===== src/rtl/cc_pkg.sv =====
// Shared cache-controller definitions: line geometry, beat index and line types,
// and the serializer state encoding.
package cc_pkg;

    localparam int unsigned CC_BEAT_W     = 64;
    localparam int unsigned CC_LINE_BEATS = 8;
    localparam int unsigned CC_LINE_W     = CC_BEAT_W * CC_LINE_BEATS;

    typedef logic [$clog2(CC_LINE_BEATS)-1:0] cc_beat_idx_t;
    typedef logic [CC_LINE_W-1:0]             cc_line_t;

    typedef enum logic {
        IDLE,
        BURST
    } cc_ser_state_t;

endpackage


===== src/rtl/cc_line_serializer_if.sv =====
// Line-request and R-burst signals of the line serializer.
// The master drives line requests and rready; the slave is the serializer.
interface cc_line_serializer_if #(
    parameter int unsigned BEAT_W     = 64,
    parameter int unsigned LINE_BEATS = 8,
    parameter int unsigned ID_W       = 4
);
    localparam int unsigned OFF_W = $clog2(LINE_BEATS);

    logic                         line_valid;
    logic                         line_ready;
    logic [BEAT_W*LINE_BEATS-1:0] line_data;
    logic [OFF_W-1:0]             line_offset;
    logic [ID_W-1:0]              line_id;

    logic [ID_W-1:0]              inct_rid;
    logic [BEAT_W-1:0]            inct_rdata;
    logic                         inct_rvalid;
    logic                         inct_rlast;
    logic                         inct_rready;

    modport master (
        output line_valid, line_data, line_offset, line_id, inct_rready,
        input  line_ready, inct_rid, inct_rdata, inct_rvalid, inct_rlast
    );

    modport slave (
        input  line_valid, line_data, line_offset, line_id, inct_rready,
        output line_ready, inct_rid, inct_rdata, inct_rvalid, inct_rlast
    );

endinterface


===== src/rtl/cc_line_serializer.sv =====
// Serializes a cache line into a critical-word-first, wrapping R burst.
// Define CC_LINE_SERIALIZER_SKID_EN for a one-entry staging slot (back-to-back bursts).
module cc_line_serializer
    import cc_pkg::*;
#(
    parameter int unsigned BEAT_W     = CC_BEAT_W,
    parameter int unsigned LINE_BEATS = CC_LINE_BEATS,
    parameter int unsigned ID_W       = 4
) (
    input  logic                  clk,
    input  logic                  rst_n,
    cc_line_serializer_if.slave   bus
);

    localparam int unsigned      OFF_W    = $clog2(LINE_BEATS);
    localparam logic [OFF_W-1:0] LAST_CNT = OFF_W'(LINE_BEATS - 1);

    typedef logic [LINE_BEATS-1:0][BEAT_W-1:0] line_arr_t;

    cc_ser_state_t    state_q, state_d;
    logic [OFF_W-1:0] cnt_q, cnt_d;
    logic [OFF_W-1:0] off_q, off_d;
    logic [ID_W-1:0]  id_q, id_d;
    line_arr_t        line_q, line_d;

    logic             line_ready;
    logic             accept;
    logic             rvalid;
    logic             rlast;
    logic             beat_hs;
    logic             last_hs;
    logic [OFF_W-1:0] ptr;

`ifdef CC_LINE_SERIALIZER_SKID_EN
    logic             slot_full_q, slot_full_d;
    line_arr_t        slot_line_q, slot_line_d;
    logic [OFF_W-1:0] slot_off_q, slot_off_d;
    logic [ID_W-1:0]  slot_id_q, slot_id_d;

    assign line_ready = ~slot_full_q;
`else
    assign line_ready = (state_q == IDLE);
`endif

    assign accept  = bus.line_valid & line_ready;
    assign rvalid  = (state_q == BURST);
    assign rlast   = rvalid & (cnt_q == LAST_CNT);
    assign beat_hs = rvalid & bus.inct_rready;
    assign last_hs = beat_hs & rlast;

    // Modulo-LINE_BEATS wrap comes from truncation to OFF_W bits.
    assign ptr = off_q + cnt_q;

    assign bus.line_ready  = line_ready;
    assign bus.inct_rvalid = rvalid;
    assign bus.inct_rlast  = rlast;
    assign bus.inct_rdata  = line_q[ptr];
    assign bus.inct_rid    = id_q;

    always_comb begin
        state_d = state_q;
        cnt_d   = cnt_q;
        line_d  = line_q;
        off_d   = off_q;
        id_d    = id_q;
`ifdef CC_LINE_SERIALIZER_SKID_EN
        slot_full_d = slot_full_q;
        slot_line_d = slot_line_q;
        slot_off_d  = slot_off_q;
        slot_id_d   = slot_id_q;
`endif
        unique case (state_q)
            IDLE: begin
                if (accept) begin
                    line_d  = line_arr_t'(bus.line_data);
                    off_d   = bus.line_offset;
                    id_d    = bus.line_id;
                    cnt_d   = '0;
                    state_d = BURST;
                end
            end
            BURST: begin
                if (last_hs) begin
                    cnt_d = '0;
`ifdef CC_LINE_SERIALIZER_SKID_EN
                    if (slot_full_q) begin
                        line_d      = slot_line_q;
                        off_d       = slot_off_q;
                        id_d        = slot_id_q;
                        slot_full_d = 1'b0;
                    end else if (accept) begin
                        // Line arriving on the final beat skips the empty slot.
                        line_d = line_arr_t'(bus.line_data);
                        off_d  = bus.line_offset;
                        id_d   = bus.line_id;
                    end else begin
                        state_d = IDLE;
                    end
`else
                    state_d = IDLE;
`endif
                end else if (beat_hs) begin
                    cnt_d = cnt_q + 1'b1;
                end
`ifdef CC_LINE_SERIALIZER_SKID_EN
                if (accept && !last_hs) begin
                    slot_line_d = line_arr_t'(bus.line_data);
                    slot_off_d  = bus.line_offset;
                    slot_id_d   = bus.line_id;
                    slot_full_d = 1'b1;
                end
`endif
            end
            default: state_d = IDLE;
        endcase
    end

    always_ff @(posedge clk or negedge rst_n) begin
        if (!rst_n) begin
            state_q <= IDLE;
            cnt_q   <= '0;
            line_q  <= '0;
            off_q   <= '0;
            id_q    <= '0;
        end else begin
            state_q <= state_d;
            cnt_q   <= cnt_d;
            line_q  <= line_d;
            off_q   <= off_d;
            id_q    <= id_d;
        end
    end

`ifdef CC_LINE_SERIALIZER_SKID_EN
    always_ff @(posedge clk or negedge rst_n) begin
        if (!rst_n) begin
            slot_full_q <= 1'b0;
            slot_line_q <= '0;
            slot_off_q  <= '0;
            slot_id_q   <= '0;
        end else begin
            slot_full_q <= slot_full_d;
            slot_line_q <= slot_line_d;
            slot_off_q  <= slot_off_d;
            slot_id_q   <= slot_id_d;
        end
    end
`endif

endmodule


===== src/flat_wrapper.sv =====
// flat-port wrapper written by rule: the top's interface ports become plain ports
module cc_line_serializer_flat import cc_pkg::*;
#(
    parameter int unsigned BEAT_W     = CC_BEAT_W,
    parameter int unsigned LINE_BEATS = CC_LINE_BEATS,
    parameter int unsigned ID_W       = 4
)
  (clk, rst_n, bus_line_valid, bus_line_data, bus_line_offset, bus_line_id, bus_inct_rready, bus_line_ready, bus_inct_rid, bus_inct_rdata, bus_inct_rvalid, bus_inct_rlast);
  cc_line_serializer_if #(.BEAT_W(BEAT_W), .LINE_BEATS(LINE_BEATS), .ID_W(ID_W)) bus_i ();
  input  logic clk;
  input  logic rst_n;
  input wire logic [$bits(bus_i.line_valid)-1:0] bus_line_valid;
  input wire logic [$bits(bus_i.line_data)-1:0] bus_line_data;
  input wire logic [$bits(bus_i.line_offset)-1:0] bus_line_offset;
  input wire logic [$bits(bus_i.line_id)-1:0] bus_line_id;
  input wire logic [$bits(bus_i.inct_rready)-1:0] bus_inct_rready;
  output wire logic [$bits(bus_i.line_ready)-1:0] bus_line_ready;
  output wire logic [$bits(bus_i.inct_rid)-1:0] bus_inct_rid;
  output wire logic [$bits(bus_i.inct_rdata)-1:0] bus_inct_rdata;
  output wire logic [$bits(bus_i.inct_rvalid)-1:0] bus_inct_rvalid;
  output wire logic [$bits(bus_i.inct_rlast)-1:0] bus_inct_rlast;
  assign bus_i.line_valid = bus_line_valid;
  assign bus_i.line_data = bus_line_data;
  assign bus_i.line_offset = bus_line_offset;
  assign bus_i.line_id = bus_line_id;
  assign bus_i.inct_rready = bus_inct_rready;
  assign bus_line_ready = bus_i.line_ready;
  assign bus_inct_rid = bus_i.inct_rid;
  assign bus_inct_rdata = bus_i.inct_rdata;
  assign bus_inct_rvalid = bus_i.inct_rvalid;
  assign bus_inct_rlast = bus_i.inct_rlast;
  cc_line_serializer #(.BEAT_W(BEAT_W), .LINE_BEATS(LINE_BEATS), .ID_W(ID_W)) u_core (.clk(clk), .rst_n(rst_n), .bus(bus_i));
endmodule

===== config.mk =====
export PLATFORM = sky130hd
export DESIGN_NAME = cc_line_serializer_flat
export DESIGN_NICKNAME = d
export VERILOG_FILES = /design/src/rtl/cc_pkg.sv /design/src/rtl/cc_line_serializer_if.sv /design/src/rtl/cc_line_serializer.sv /design/src/flat_wrapper.sv
export SDC_FILE = /design/constraint.sdc
export NUM_CORES = 1
export LEC_CHECK = 0
export CELL_PAD_IN_SITES_DETAIL_PLACEMENT = 1
export CELL_PAD_IN_SITES_GLOBAL_PLACEMENT = 1
export CORE_MARGIN = 2
export CORE_UTILIZATION = 41
export DETAILED_ROUTE_END_ITERATION = 8
export GPL_TIMING_DRIVEN = 0
export PLACE_DENSITY = 0.84
export SLEW_MARGIN = 0
export SYNTH_ARGS = -nofsm -noshare
export SYNTH_HDL_FRONTEND = slang
export SYNTH_SLANG_ARGS = --single-unit
export TNS_END_PERCENT = 50

===== constraint.sdc =====
create_clock -name clk -period 3.3 [get_ports clk]
set_clock_uncertainty 0.15 [all_clocks]
set_input_delay 0.495 -clock clk [delete_from_list [all_inputs] [get_ports clk]]
set_output_delay 0.495 -clock clk [all_outputs]
set_load 0.02 [all_outputs]

* Word-level counts from Yosys, hierarchy flattened *
Cells that the tools add are included.

word-level totals
  register bits = 523
  input port bits = 523

cells by class
  $add $sub $neg = 2
  $lt $le $gt $ge = 1
  eq/ne operators = 3
  mux-type cells = 9
  bitwise operators = 5
  reduce and logical (&&, ||, !) cells = 2

operators with widths
  operator             number
  $bmux 64 s3          1
  $mux 64              1
  $mux 3               3
  $pmux 3 s2           1
  $and 1x1->1          4
  $lt 3x4->1 const B   1
  $reduce_and 2->1     2
  $add 3x1->3 const B  1
  $add 3x3->3          1
  $eq 3x3->1 const B   1
  $ne 3x3->1 const B   1
  $mux 1               2
  $ne 2x2->1 const B   1
  $pmux 1 s2           1
  $not 1->1            1

* Depth between registers and ports, before layout *
  word-level depth = 5
  mapped depth = 7
  gate-level depth less buffers = 6

* Worst setup path after synthesis *
No wires, ideal clock.

  path kind = reg-to-output
  start = register u_core.cnt_q[0]
  end = output bus_inct_rdata[41]
  data arrival time = 2228 ps
  data required time = 2655 ps
  slack = 427 ps
  cell stages (with the launch flop) = 8
  buffers on the path = 2
  path through = dfrtp_1 ha_1 inv_1 fa_1 clkbuf_1 buf_2 mux4_2 mux2_4

between the ends
  word-level cells in the longest chain between the ends = 3

RTL lines
  what                           RTL line                   RTL
  from (decl)                    cc_line_serializer.sv:21   logic [OFF_W-1:0] cnt_q, cnt_d;
  from (signal assigned)         cc_line_serializer.sv:127  cnt_q <= cnt_d;
  $add 3x3->3                    cc_line_serializer.sv:52   assign ptr = off_q + cnt_q;
  $bmux 64 s3                    cc_line_serializer.sv:57   assign bus.inct_rdata = line_q[ptr];
  $mux 64 (not written as such)  cc_line_serializer.sv:57
  to (decl)                      flat_wrapper.sv:19         output wire logic [$bits(bus_i.inct_rdata)-1:0] bus_inct_rdata;

Every way passes these cells. The select of a mux whose other input is x is not followed.

* Worst setup path after layout *
  start = register u_core.off_q[0]
  end = output bus_inct_rdata[58]

between the ends
  word-level cells in the longest chain between the ends = 3

RTL lines
  what                           RTL line                   RTL
  from (decl)                    cc_line_serializer.sv:22   logic [OFF_W-1:0] off_q, off_d;
  from (signal assigned)         cc_line_serializer.sv:123  off_q <= '0;
  from (signal assigned)         cc_line_serializer.sv:129  off_q <= off_d;
  $add 3x3->3                    cc_line_serializer.sv:52
  $bmux 64 s3                    cc_line_serializer.sv:57
  $mux 64 (not written as such)  cc_line_serializer.sv:57

Every way passes these cells. The select of a mux whose other input is x is not followed.

==> metrics.cfg <==
[yosys]
yosys-top-cells-count=dfrtp_1, mux2_2, mux4_2, buf_2, mux2_4
syn_inst=1350
ys.flop_type=dfrtp_1
synthesis.area_um2=23500
synth-simple-area-share_pct=0.149
synth_fa_ha_area_share_pct=0.245
syn_area_per_cell_um2=17.4
syn_nets=1877
yosysTopAreaCellShare_pct=55.8
synth_mux_area_share_pct=41.2
yosysTopAreaCell=dfrtp_1
seq_area_frac_synth_pct=55.8
synthTopCellsByArea=dfrtp_1, mux2_2, mux4_2
synth_xor_area_share_pct=0.187
synth_compound_area_share_pct=0.181
ys_ff_latch=523
ys.warnings.count=0
synthMostInstantiatedCell=dfrtp_1
synth_edf_count=0
synthDistinctLibCells=23
synthArstFlopShare_pct=100
synth_top_family_by_area=multiplexers

[cts]
cts_made_buffers=57
cts_tree=built
clk_pin_slew_ns=0.06
cts_sinks=523
htreeDepth=2
clockBufferDepth=3
clk_latency_ns=0.59
cts_root_buf=clkbuf_16

[final_layout]
fillers=5187
ff_latch_area_um2=13100
multi_input_area_um2=9850
area_delta_synth_final_pct=38.9
drive_gt1_share_pct=44.4
fin_nets=2542

[critical_path]
path_max_fanout=10
critPathKind=reg -> out
required_ns=2.65
end_kind=primary output
cp-start-kind=flop
crit_arrival_ns=3.12
slowest_delay_ns=0.55
critPathSlowestCell=fa_1
crit_chain=ha_1 > inv_1 > fa_1 > buf_12 > clkbuf_8 > mux4_2 > mux2_4 > dlygate4sd2_1

[die]
die_h_um=243
die-width_um=243
rows=87
io_pins=594
core_area_um2=56500
die_area_um2=59200
start_util_pct=41.5

[global_routing]
antenna_found_initial=50
grt_pass1_vias=17700
grt_pass1_wl_um=117000
grt_remaining_overflow=0
grt_usage_pct=26.9
grt_max_degree=122

[timing]
setup_ws_ns=-0.469
setup_viol=64
min_period_ns=3.77
hold_viol_final=0
worst_pin_slew_ns=0.854
rsz0062_at_grt=yes
slew_headroom_pct=43.1
fin_crit_sh_pct=114
fmax_mhz=265
maxSlewViolCount=0
holdWs_ns=0.308

[power]
power_leakage_nw=13.9
power.density_nw_per_um2=1260
irDropWorstVdd_uv=641

[worst_hold_path]
hp-class=in -> reg

[placement]
hpwlAfterDp_um=58000
pre_cts_ws_ns=-0.867
io_buffers=593
globalplace.congestion=0.897

[routing]
vias=15200
wirelength_um=79900
viasPerCell=5.34
drt-initial-drc-count=653
first_pass_iters=8
final_antenna_net_count=0
post_drt_wl_per_cell_um=28.0
drc=0

[status]
violations=negative setup slack
status=finished, violations left

[job]
maxCapViolCount=0

state kept, by name (all words and copies together) (netlist names):
register / count
u_core.bus.inct_rvalid: 1
u_core.off_q: 3
u_core.bus.inct_rid: 4
u_core.line_q: 512
u_core.cnt_q: 3
layout make-up:
type | instances | area share (%)
sequential | 523 | 40.1
multi-input combinational | 731 | 30.2
timing repair buffer | 606 | 18.5
clock buffer | 84 | 5.21
tap | 756 | 2.90
buffer | 92 | 2.13
clock inverter | 19 | 0.591
antenna | 38 | 0.292
inverter | 4 | 0.0460
through the flow:
stage / std cells / total power, mW / area [um^2] / setup TNS [ns] / util, %
2_1_floorplan: 1350 / 26.5 / 23500 / 0 / -
3_3_place_gp: 2699 / 34.6 / 30300 / - / 53.7
3_5_place_dp: 2703 / 35.3 / 30500 / -51.05 / 53.9
4_1_cts: 2815 / 41.5 / 32500 / -30.80 / 57.6
5_1_grt: 2847 / 43.0 / 32600 / -32.79 / 57.7
6_report: 2853 / 41.1 / 32600 / -25.62 / 57.7
cell usage in the layout, fill, tap and decap left out, types with 2 or more instances in the layout:
cell	count
buf_16	4
mux2_2	522
buf_2	57
dfrtp_1	523
clkinvlp_4	2
diode_2	38
clkbuf_1	13
ha_1	3
clkdlybuf4s50_1	528
bufinv_16	3
buf_6	10
clkbuf_16	59
buf_8	5
buf_4	16
nand2_1	3
mux4_2	128
inv_1	4
dlygate4sd2_1	57
nor2_1	3
clkdlybuf4s15_2	2
clkbuf_2	5
clkbuf_8	24
a22o_1	2
mux2_4	60
inv_6	2
clkinv_2	10
metal layers:
layer	track usage, %	share of wire [%]	up-vias
met4	12.5	3.6	26
met3	7.92	7.6	176
met5	0	0.20	-
met1	31.1	37	8054
li1	-	-	6433
met2	45.9	52	556
worst paths after layout:
kind | slack (ns) | to | start | cells past startpoint
setup / recovery | -0.47 | bus_inct_rdata[58] | u_core.off_q[0] | 8
hold / removal | 0.31 | u_core.off_q[1] | bus_line_offset[1] | 3
setup reg to reg | 0.96 | u_core.line_q[105] | u_core.bus.inct_rvalid | 5
hold reg to reg | 0.35 | u_core.line_q[349] | u_core.line_q[349] | 1
max in group asynchronous | 0.96 | u_core.line_q[484] | rst_n | 4
min in group asynchronous | 0.40 | u_core.line_q[70] | rst_n | 2
cells by family after synthesis:
group           after synthesis
buf+inv                      96
flops                       523
compound gates                6
fa+ha+maj                     4
mux                         711
simple gates                  8
xor+xnor                      2
power by group:
part           total (mW)  switching [mW]  internal, mW
Clock                6.49            2.70          3.79
Sequential           11.4            1.81          9.55
Combinational        23.2            10.4          12.8
Total                41.1            14.9          26.1
timing repair:
item,4_1_cts,5_1_grt
endpoints found under the setup margin,64,64
buffers inserted,8,0
pin swaps,1,0
hold endpoints to repair,100,0
resized for setup,119,12
hold buffers,1,0
critical path: cells and delay by family, from the launching register on:
family	cells	cell delay [ns]
buf+inv	4	0.79
flops	1	0.37
mux	2	0.65
fa+ha+maj	2	0.70
(Power assumes the default switching activity.)
